--- src/rtl/reorder_buffer_pkg.sv ---
// Shared definitions for the reorder buffer: default sizing, entry layout
// and the tag <-> entry index mapping (tag = index + 1, tag 0 means "no tag").
package reorder_buffer_pkg;

  localparam int ROB_DEPTH  = 16;
  localparam int ROB_TAG_W  = 5;
  localparam int ROB_DATA_W = 32;
  localparam int ROB_REG_W  = 5;
  localparam int NULL_TAG   = 0;

  typedef struct packed {
    logic                  busy;
    logic                  done;
    logic                  we;
    logic [ROB_REG_W-1:0]  rd;
    logic [ROB_DATA_W-1:0] value;
  } rob_entry_t;

  function automatic int tag_to_idx(input int tag);
    return tag - 1;
  endfunction

  function automatic int idx_to_tag(input int idx);
    return idx + 1;
  endfunction

endpackage

--- src/rtl/reorder_buffer_lookup.sv ---
// Combinational operand read for one source tag: same-cycle writeback
// bypass first (port 1 over port 2), then completed entries in the buffer.
module rob_lookup
  import reorder_buffer_pkg::*;
#(
  parameter int DEPTH  = ROB_DEPTH,
  parameter int TAG_W  = ROB_TAG_W,
  parameter int DATA_W = ROB_DATA_W
) (
  input  logic [TAG_W-1:0]  tag,
  input  logic              wb_valid1,
  input  logic [TAG_W-1:0]  wb_tag1,
  input  logic [DATA_W-1:0] wb_data1,
  input  logic              wb_valid2,
  input  logic [TAG_W-1:0]  wb_tag2,
  input  logic [DATA_W-1:0] wb_data2,
  input  logic [DEPTH-1:0]  busy,
  input  logic [DEPTH-1:0]  done,
  input  logic [DATA_W-1:0] values [DEPTH],
  output logic              ready,
  output logic [DATA_W-1:0] value
);

  localparam int IDX_W = (DEPTH > 1) ? $clog2(DEPTH) : 1;

  logic [IDX_W-1:0] idx;
  logic             is_null;
  logic             in_range;

  // Tag 0 maps to an all-ones index; it is never used because is_null wins.
  assign idx      = IDX_W'(tag_to_idx(int'(tag)));
  assign is_null  = (tag == TAG_W'(NULL_TAG));
  assign in_range = (tag <= TAG_W'(DEPTH));

  always_comb begin
    ready = 1'b0;
    value = '0;
    if (is_null) begin
      ready = 1'b0;
      value = '0;
    end else if (wb_valid1 && (wb_tag1 == tag)) begin
      ready = 1'b1;
      value = wb_data1;
    end else if (wb_valid2 && (wb_tag2 == tag)) begin
      ready = 1'b1;
      value = wb_data2;
    end else if (in_range && busy[idx] && done[idx]) begin
      ready = 1'b1;
      value = values[idx];
    end
  end

endmodule

--- src/rtl/reorder_buffer.sv ---
// In-order reorder buffer: tag allocation, dual writeback, operand forwarding
// and up to two in-order retirements per cycle. Entry fields use package widths.
module reorder_buffer
  import reorder_buffer_pkg::*;
#(
  parameter int DEPTH  = ROB_DEPTH,
  parameter int TAG_W  = ROB_TAG_W,
  parameter int DATA_W = ROB_DATA_W,
  parameter int REG_W  = ROB_REG_W
) (
  input  logic              clk,
  input  logic              rst,
  input  logic              alloc,
  input  logic [REG_W-1:0]  alloc_rd,
  input  logic              alloc_we,
  output logic [TAG_W-1:0]  alloc_tag,
  output logic              full,
  output logic [TAG_W-1:0]  count,
  input  logic              wb_valid1,
  input  logic              wb_valid2,
  input  logic [TAG_W-1:0]  wb_tag1,
  input  logic [TAG_W-1:0]  wb_tag2,
  input  logic [DATA_W-1:0] wb_data1,
  input  logic [DATA_W-1:0] wb_data2,
  input  logic [TAG_W-1:0]  src1_tag,
  input  logic [TAG_W-1:0]  src2_tag,
  output logic              src1_ready,
  output logic              src2_ready,
  output logic [DATA_W-1:0] src1_value,
  output logic [DATA_W-1:0] src2_value,
  input  logic              flush,
  output logic              commit_valid1,
  output logic              commit_valid2,
  output logic [REG_W-1:0]  commit_rd1,
  output logic [REG_W-1:0]  commit_rd2,
  output logic              commit_we1,
  output logic              commit_we2,
  output logic [DATA_W-1:0] commit_data1,
  output logic [DATA_W-1:0] commit_data2
);

  localparam int IDX_W = (DEPTH > 1) ? $clog2(DEPTH) : 1;

  rob_entry_t        rob_q [DEPTH];
  rob_entry_t        rob_d [DEPTH];
  logic [IDX_W-1:0]  head_q, head_d, tail_q, tail_d, head_nxt;
  logic [TAG_W-1:0]  count_q, count_d;

  logic              cv1_q, cv1_d, cv2_q, cv2_d;
  logic              cwe1_q, cwe1_d, cwe2_q, cwe2_d;
  logic [REG_W-1:0]  crd1_q, crd1_d, crd2_q, crd2_d;
  logic [DATA_W-1:0] cdata1_q, cdata1_d, cdata2_q, cdata2_d;

  logic [DEPTH-1:0]  busy_vec, done_vec, wb1_sel, wb2_sel;
  logic [DATA_W-1:0] value_arr [DEPTH];
  logic              alloc_ok, commit1, commit2;

  // A writeback only lands on an entry that is currently allocated.
  generate
    for (genvar gi = 0; gi < DEPTH; gi++) begin : g_entry
      localparam logic [TAG_W-1:0] ENTRY_TAG = TAG_W'(idx_to_tag(gi));
      assign busy_vec[gi]  = rob_q[gi].busy;
      assign done_vec[gi]  = rob_q[gi].done;
      assign value_arr[gi] = rob_q[gi].value;
      assign wb1_sel[gi]   = wb_valid1 && (wb_tag1 == ENTRY_TAG) && rob_q[gi].busy;
      assign wb2_sel[gi]   = wb_valid2 && (wb_tag2 == ENTRY_TAG) && rob_q[gi].busy;
    end
  endgenerate

  assign full      = (count_q == TAG_W'(DEPTH));
  assign count     = count_q;
  assign alloc_tag = TAG_W'(idx_to_tag(int'(tail_q)));
  assign alloc_ok  = alloc && !full;
  assign head_nxt  = head_q + IDX_W'(1);
  assign commit1   = rob_q[head_q].busy && rob_q[head_q].done;
  assign commit2   = commit1 && rob_q[head_nxt].busy && rob_q[head_nxt].done;

  always_comb begin
    rob_d    = rob_q;
    head_d   = head_q;
    tail_d   = tail_q;
    count_d  = count_q;
    cv1_d    = 1'b0;
    cv2_d    = 1'b0;
    cwe1_d   = 1'b0;
    cwe2_d   = 1'b0;
    crd1_d   = '0;
    crd2_d   = '0;
    cdata1_d = '0;
    cdata2_d = '0;
    if (flush) begin
      for (int i = 0; i < DEPTH; i++) begin
        rob_d[i].busy = 1'b0;
        rob_d[i].done = 1'b0;
      end
      head_d  = '0;
      tail_d  = '0;
      count_d = '0;
    end else begin
      // Port 2 first so that port 1 overwrites it on a shared tag.
      for (int i = 0; i < DEPTH; i++) begin
        if (wb2_sel[i]) begin
          rob_d[i].done  = 1'b1;
          rob_d[i].value = wb_data2;
        end
        if (wb1_sel[i]) begin
          rob_d[i].done  = 1'b1;
          rob_d[i].value = wb_data1;
        end
      end
      if (commit1) begin
        cv1_d               = 1'b1;
        crd1_d              = rob_q[head_q].rd;
        cwe1_d              = rob_q[head_q].we;
        cdata1_d            = rob_q[head_q].value;
        rob_d[head_q].busy  = 1'b0;
        rob_d[head_q].done  = 1'b0;
      end
      if (commit2) begin
        cv2_d                 = 1'b1;
        crd2_d                = rob_q[head_nxt].rd;
        cwe2_d                = rob_q[head_nxt].we;
        cdata2_d              = rob_q[head_nxt].value;
        rob_d[head_nxt].busy  = 1'b0;
        rob_d[head_nxt].done  = 1'b0;
      end
      // The tail slot is never busy when alloc_ok, so it cannot collide with a retiring head.
      if (alloc_ok) begin
        rob_d[tail_q].busy = 1'b1;
        rob_d[tail_q].done = 1'b0;
        rob_d[tail_q].rd   = alloc_rd;
        rob_d[tail_q].we   = alloc_we;
        tail_d             = tail_q + IDX_W'(1);
      end
      head_d  = commit2 ? (head_q + IDX_W'(2)) : (commit1 ? head_nxt : head_q);
      count_d = count_q + TAG_W'(alloc_ok) - TAG_W'(commit1) - TAG_W'(commit2);
    end
  end

  always_ff @(posedge clk or posedge rst) begin
    if (rst) begin
      for (int i = 0; i < DEPTH; i++) begin
        rob_q[i] <= '0;
      end
      head_q   <= '0;
      tail_q   <= '0;
      count_q  <= '0;
      cv1_q    <= 1'b0;
      cv2_q    <= 1'b0;
      cwe1_q   <= 1'b0;
      cwe2_q   <= 1'b0;
      crd1_q   <= '0;
      crd2_q   <= '0;
      cdata1_q <= '0;
      cdata2_q <= '0;
    end else begin
      rob_q    <= rob_d;
      head_q   <= head_d;
      tail_q   <= tail_d;
      count_q  <= count_d;
      cv1_q    <= cv1_d;
      cv2_q    <= cv2_d;
      cwe1_q   <= cwe1_d;
      cwe2_q   <= cwe2_d;
      crd1_q   <= crd1_d;
      crd2_q   <= crd2_d;
      cdata1_q <= cdata1_d;
      cdata2_q <= cdata2_d;
    end
  end

  assign commit_valid1 = cv1_q;
  assign commit_valid2 = cv2_q;
  assign commit_we1    = cwe1_q;
  assign commit_we2    = cwe2_q;
  assign commit_rd1    = crd1_q;
  assign commit_rd2    = crd2_q;
  assign commit_data1  = cdata1_q;
  assign commit_data2  = cdata2_q;

  rob_lookup #(.DEPTH(DEPTH), .TAG_W(TAG_W), .DATA_W(DATA_W)) u_lookup1 (
    .tag(src1_tag), .wb_valid1(wb_valid1), .wb_tag1(wb_tag1), .wb_data1(wb_data1),
    .wb_valid2(wb_valid2), .wb_tag2(wb_tag2), .wb_data2(wb_data2),
    .busy(busy_vec), .done(done_vec), .values(value_arr),
    .ready(src1_ready), .value(src1_value)
  );

  rob_lookup #(.DEPTH(DEPTH), .TAG_W(TAG_W), .DATA_W(DATA_W)) u_lookup2 (
    .tag(src2_tag), .wb_valid1(wb_valid1), .wb_tag1(wb_tag1), .wb_data1(wb_data1),
    .wb_valid2(wb_valid2), .wb_tag2(wb_tag2), .wb_data2(wb_data2),
    .busy(busy_vec), .done(done_vec), .values(value_arr),
    .ready(src2_ready), .value(src2_value)
  );

endmodule

--- config.mk ---
export PLATFORM = sky130hd
export DESIGN_NAME = reorder_buffer
export DESIGN_NICKNAME = d
export VERILOG_FILES = /design/src/rtl/reorder_buffer_pkg.sv /design/src/rtl/reorder_buffer_lookup.sv /design/src/rtl/reorder_buffer.sv
export SDC_FILE = /design/constraint.sdc
export NUM_CORES = 2
export LEC_CHECK = 0
export CORE_MARGIN = 3
export CORE_UTILIZATION = 55
export DETAILED_ROUTE_END_ITERATION = 8
export GPL_TIMING_DRIVEN = 1
export PLACE_DENSITY = 0.75
export SYNTH_ARGS = -nofsm -noshare
export SYNTH_HDL_FRONTEND = slang
export SYNTH_SLANG_ARGS = --single-unit
--- constraint.sdc ---
create_clock -name clk -period 37.7 [get_ports clk]
set_input_delay 7.54 -clock clk [delete_from_list [all_inputs] [get_ports clk]]
set_output_delay 7.54 -clock clk [all_outputs]
set_load 0.02 [all_outputs]
==> results.tsv <==
metric	value	unit
Worst Path Required	30160	ps
Final WS setup	17240	ps
First-pass DRT Iterations	6	
Peak supply drop	0.0000322	V
Slew HR	19.7	%
worst skew pair latency	680	ps
prevailing post-synth register cell	dfrtp_1	
routed wire length	187000	µm
yosys warns	0	
final cell count without fillers	5807	
power density cells	34.7	mW/mm²
post-DP HPWL	101000	µm
# fillers	7281	
Async SR Flop Fraction	100	%
cells after synthesis	4651	
measured slew at the worst slew-check pin	1200	ps
mux cell area share after synthesis	41.8	%
Synth cell types	63	
post-route antenna net violation count	0	
IO buf count	250	
Worst Path Class, Setup	in2out	
Synth Area in Simple Gates	7.84	%
Slew Viols, Final	0	
core area	0.0942	mm²
RR Endpoint	commit_data2[4]	
Hold EP	rob_q[194]	
Crit. End Element	output port	
H-tree depth	3	
Total GRT Usage	37.3	%
Layout Nets	4595	
Die Footprint	0.0995	mm²
hold path start	rob_q[194]	
clk sink count	731	
WL/cell	32.3	µm
Clock Path Buffers	3	
CTS tree	yes	
synthesized cell area	0.0526	mm²
sequential element share of the synthesized area	34.7	%
Iter 0 DRT Violations	7500	
post-layout min period	20460	ps
LEAKAGE	0.0259	µW
post-synthesis compound-gate area fraction	9.82	%
Synth Net Count	4771	
Post-CTS Setup Bufs	0	
worst hold path cell count	1	
share of layout cells above drive strength 1	23.4	%
CTS buffer count	85	
Final Cell Area	0.0582	mm²
Setup WS pre-CTS	17460	ps
Tcrit/Tclk final	54.3	%
detailed-route DRC error count	0	
Clock transition at path regs	60	ps
Vias/cell	7.56	
Row Count	112	
largest net degree at the start of global routing	131	
top cell type's share of synthesized area	34.7	%
FF+latch count, synth	731	
adder-cell share of the synthesized area	0.585	%
first-pass GRT wire length	276000	µm
Synth Area in XOR/XNOR	0.580	%
DP Area	0.0552	mm²
cts hold-fix bufs	0	
count of final setup violators	0	
Synth-to-Final Area Change	10.6	%
synth top area cells	dfrtp_1 (35%), mux4_2 (26%), mux2i_1 (12%)	
final hold vios	0	
R2R setup slack	32130	ps
commonest non-fill, non-tap cells in the layout	dfrtp_1 (728), mux2i_1 (623), mux4_2 (616)	
status	complete, no violations	
vias in the first global route	42900	
setup TNS	0	ps
Mean Syn Cell Area	11.3	µm²
Startpoint Class	input pin	
RSZ-0062 raised after global routing	no	
Util after Layout	61.8	%
GP Congestion	0.958	
effective utilization at floorplan	55.9	%
Die Height	315	µm
HP Class	reg2reg	
total global routing overflow	0	
CTS resizes	0	
Placed Cells	5642	
reg-to-reg critical path startpoint	head_q[1]	
initial antenna violation count	15	
DR vias	43900	
main combinational cell family by area after synthesis	multiplexers	
Max Freq	48.9	MHz
number of I/O pins	251	
root buf cell	clkbuf_16	
max cap viols	0	
Worst Reg2Reg Path Length in Cells	9	
commonest non-fill, non-tap cell in the layout	dfrtp_1	
Max FO, Critical Path	79	
EDFF count, synth	0	
Synth area leader	dfrtp_1	
CP Data Arrival Time	12920	ps
Final Skew	32.4	ps
chip width	315	µm
worst max-delay path: stages:
cell and delay (ps):
buf_8 580, inv_1 250, ha_4 640, buf_4 820
buf_4 850, mux4_2 360, mux2i_1 70, nand2_1 100
o2111ai_1 130, a31oi_1 750, clkdlybuf4s50_1 760
state kept, by name, indices dropped and copies added (netlist names):
register / cells
commit_valid2: 1
head_q: 4
done_vec: 16
commit_data2: 32
rob_q: 608
commit_we1: 1
commit_data1: 32
commit_rd2: 5
commit_we2: 1
tail_q: 4
commit_rd1: 5
count: 5
busy_vec: 16
commit_valid1: 1
report_power, final:
part	leakage [µW]	total, µW	internal (µW)	switching, µW
clock	0.00147	889	529	360
combinational	0.0143	284	129	155
sequential	0.0101	849	814	34.1
metrics by stage:
stage	total power (µW)	hold slack, ps
after detailed placement	1140	511
after global routing	2080	543
after floorplan	1050	491
after global placement	1130	500
after CTS	2020	523
final	2020	524
how the worst max path moves through the flow:
stage                           start              to  cells after the start
after CTS                 src1_tag[0]  src1_value[29]                     11
after floorplan                   rst     busy_vec[0]                      1
final                     src1_tag[0]  src1_value[29]                     11
after global routing      src1_tag[0]  src1_value[29]                     11
after global placement    src1_tag[0]  src1_value[29]                     11
after detailed placement  src1_tag[0]  src1_value[29]                     11
kinds of logic (layout without fill, tap and decap cells):
kind of cell             after synthesis  in the layout
AND/OR/NAND/NOR                      963            963
adder cells (fa/ha/maj)               24             24
buffers and inverters                610            502
other                                  0             10
multiplexers                        1404           1404
XOR/XNOR                              34             34
flip-flops                           731            731
AO/OA/AOI/OAI                        885            885
cells in the mapped netlist (10+ instances only):
library cell,instances
dfrtp_1,731
mux2i_1,623
mux4_2,616
nor2_1,563
a21oi_1,530
clkbuf_1,312
nand2_1,203
mux2_2,162
buf_1,131
buf_2,129
o21ai_0,91
a211oi_1,67
a31oi_1,67
o2111ai_1,64
and3_1,49
nor2b_1,46
inv_1,34
nand3_1,28
ha_1,23
xor2_1,22
and2_1,15
nor3_1,11
o21a_1,11
xnor2_1,11
o22ai_1,10
final cells by class:
cell class / count / area, µm² / area share, %
Inverter: 35 / 141 / 0.243
Multi-Input combinational cell: 3310 / 32200 / 55.3
Sequential cell: 731 / 18300 / 31.4
Clock inverter: 40 / 495 / 0.851
Clock buffer: 115 / 2470 / 4.25
Tap cell: 1254 / 1570 / 2.69
Antenna cell: 10 / 25.0 / 0.0430
Timing Repair Buffer: 312 / 3020 / 5.19
per-layer routing:
| layer | GRT usage [%] | wire length [µm] | up-vias |
|---|---|---|---|
| met4 | 20.4 | 11900 | 6 |
| met3 | 14.2 | 29900 | 835 |
| met1 | 49.0 | 64900 | 21800 |
| met5 | 0 | 69 | - |
| li1 | - | - | 17300 |
| met2 | 53.5 | 80800 | 3958 |
Power figures use the tool's default switching activity.
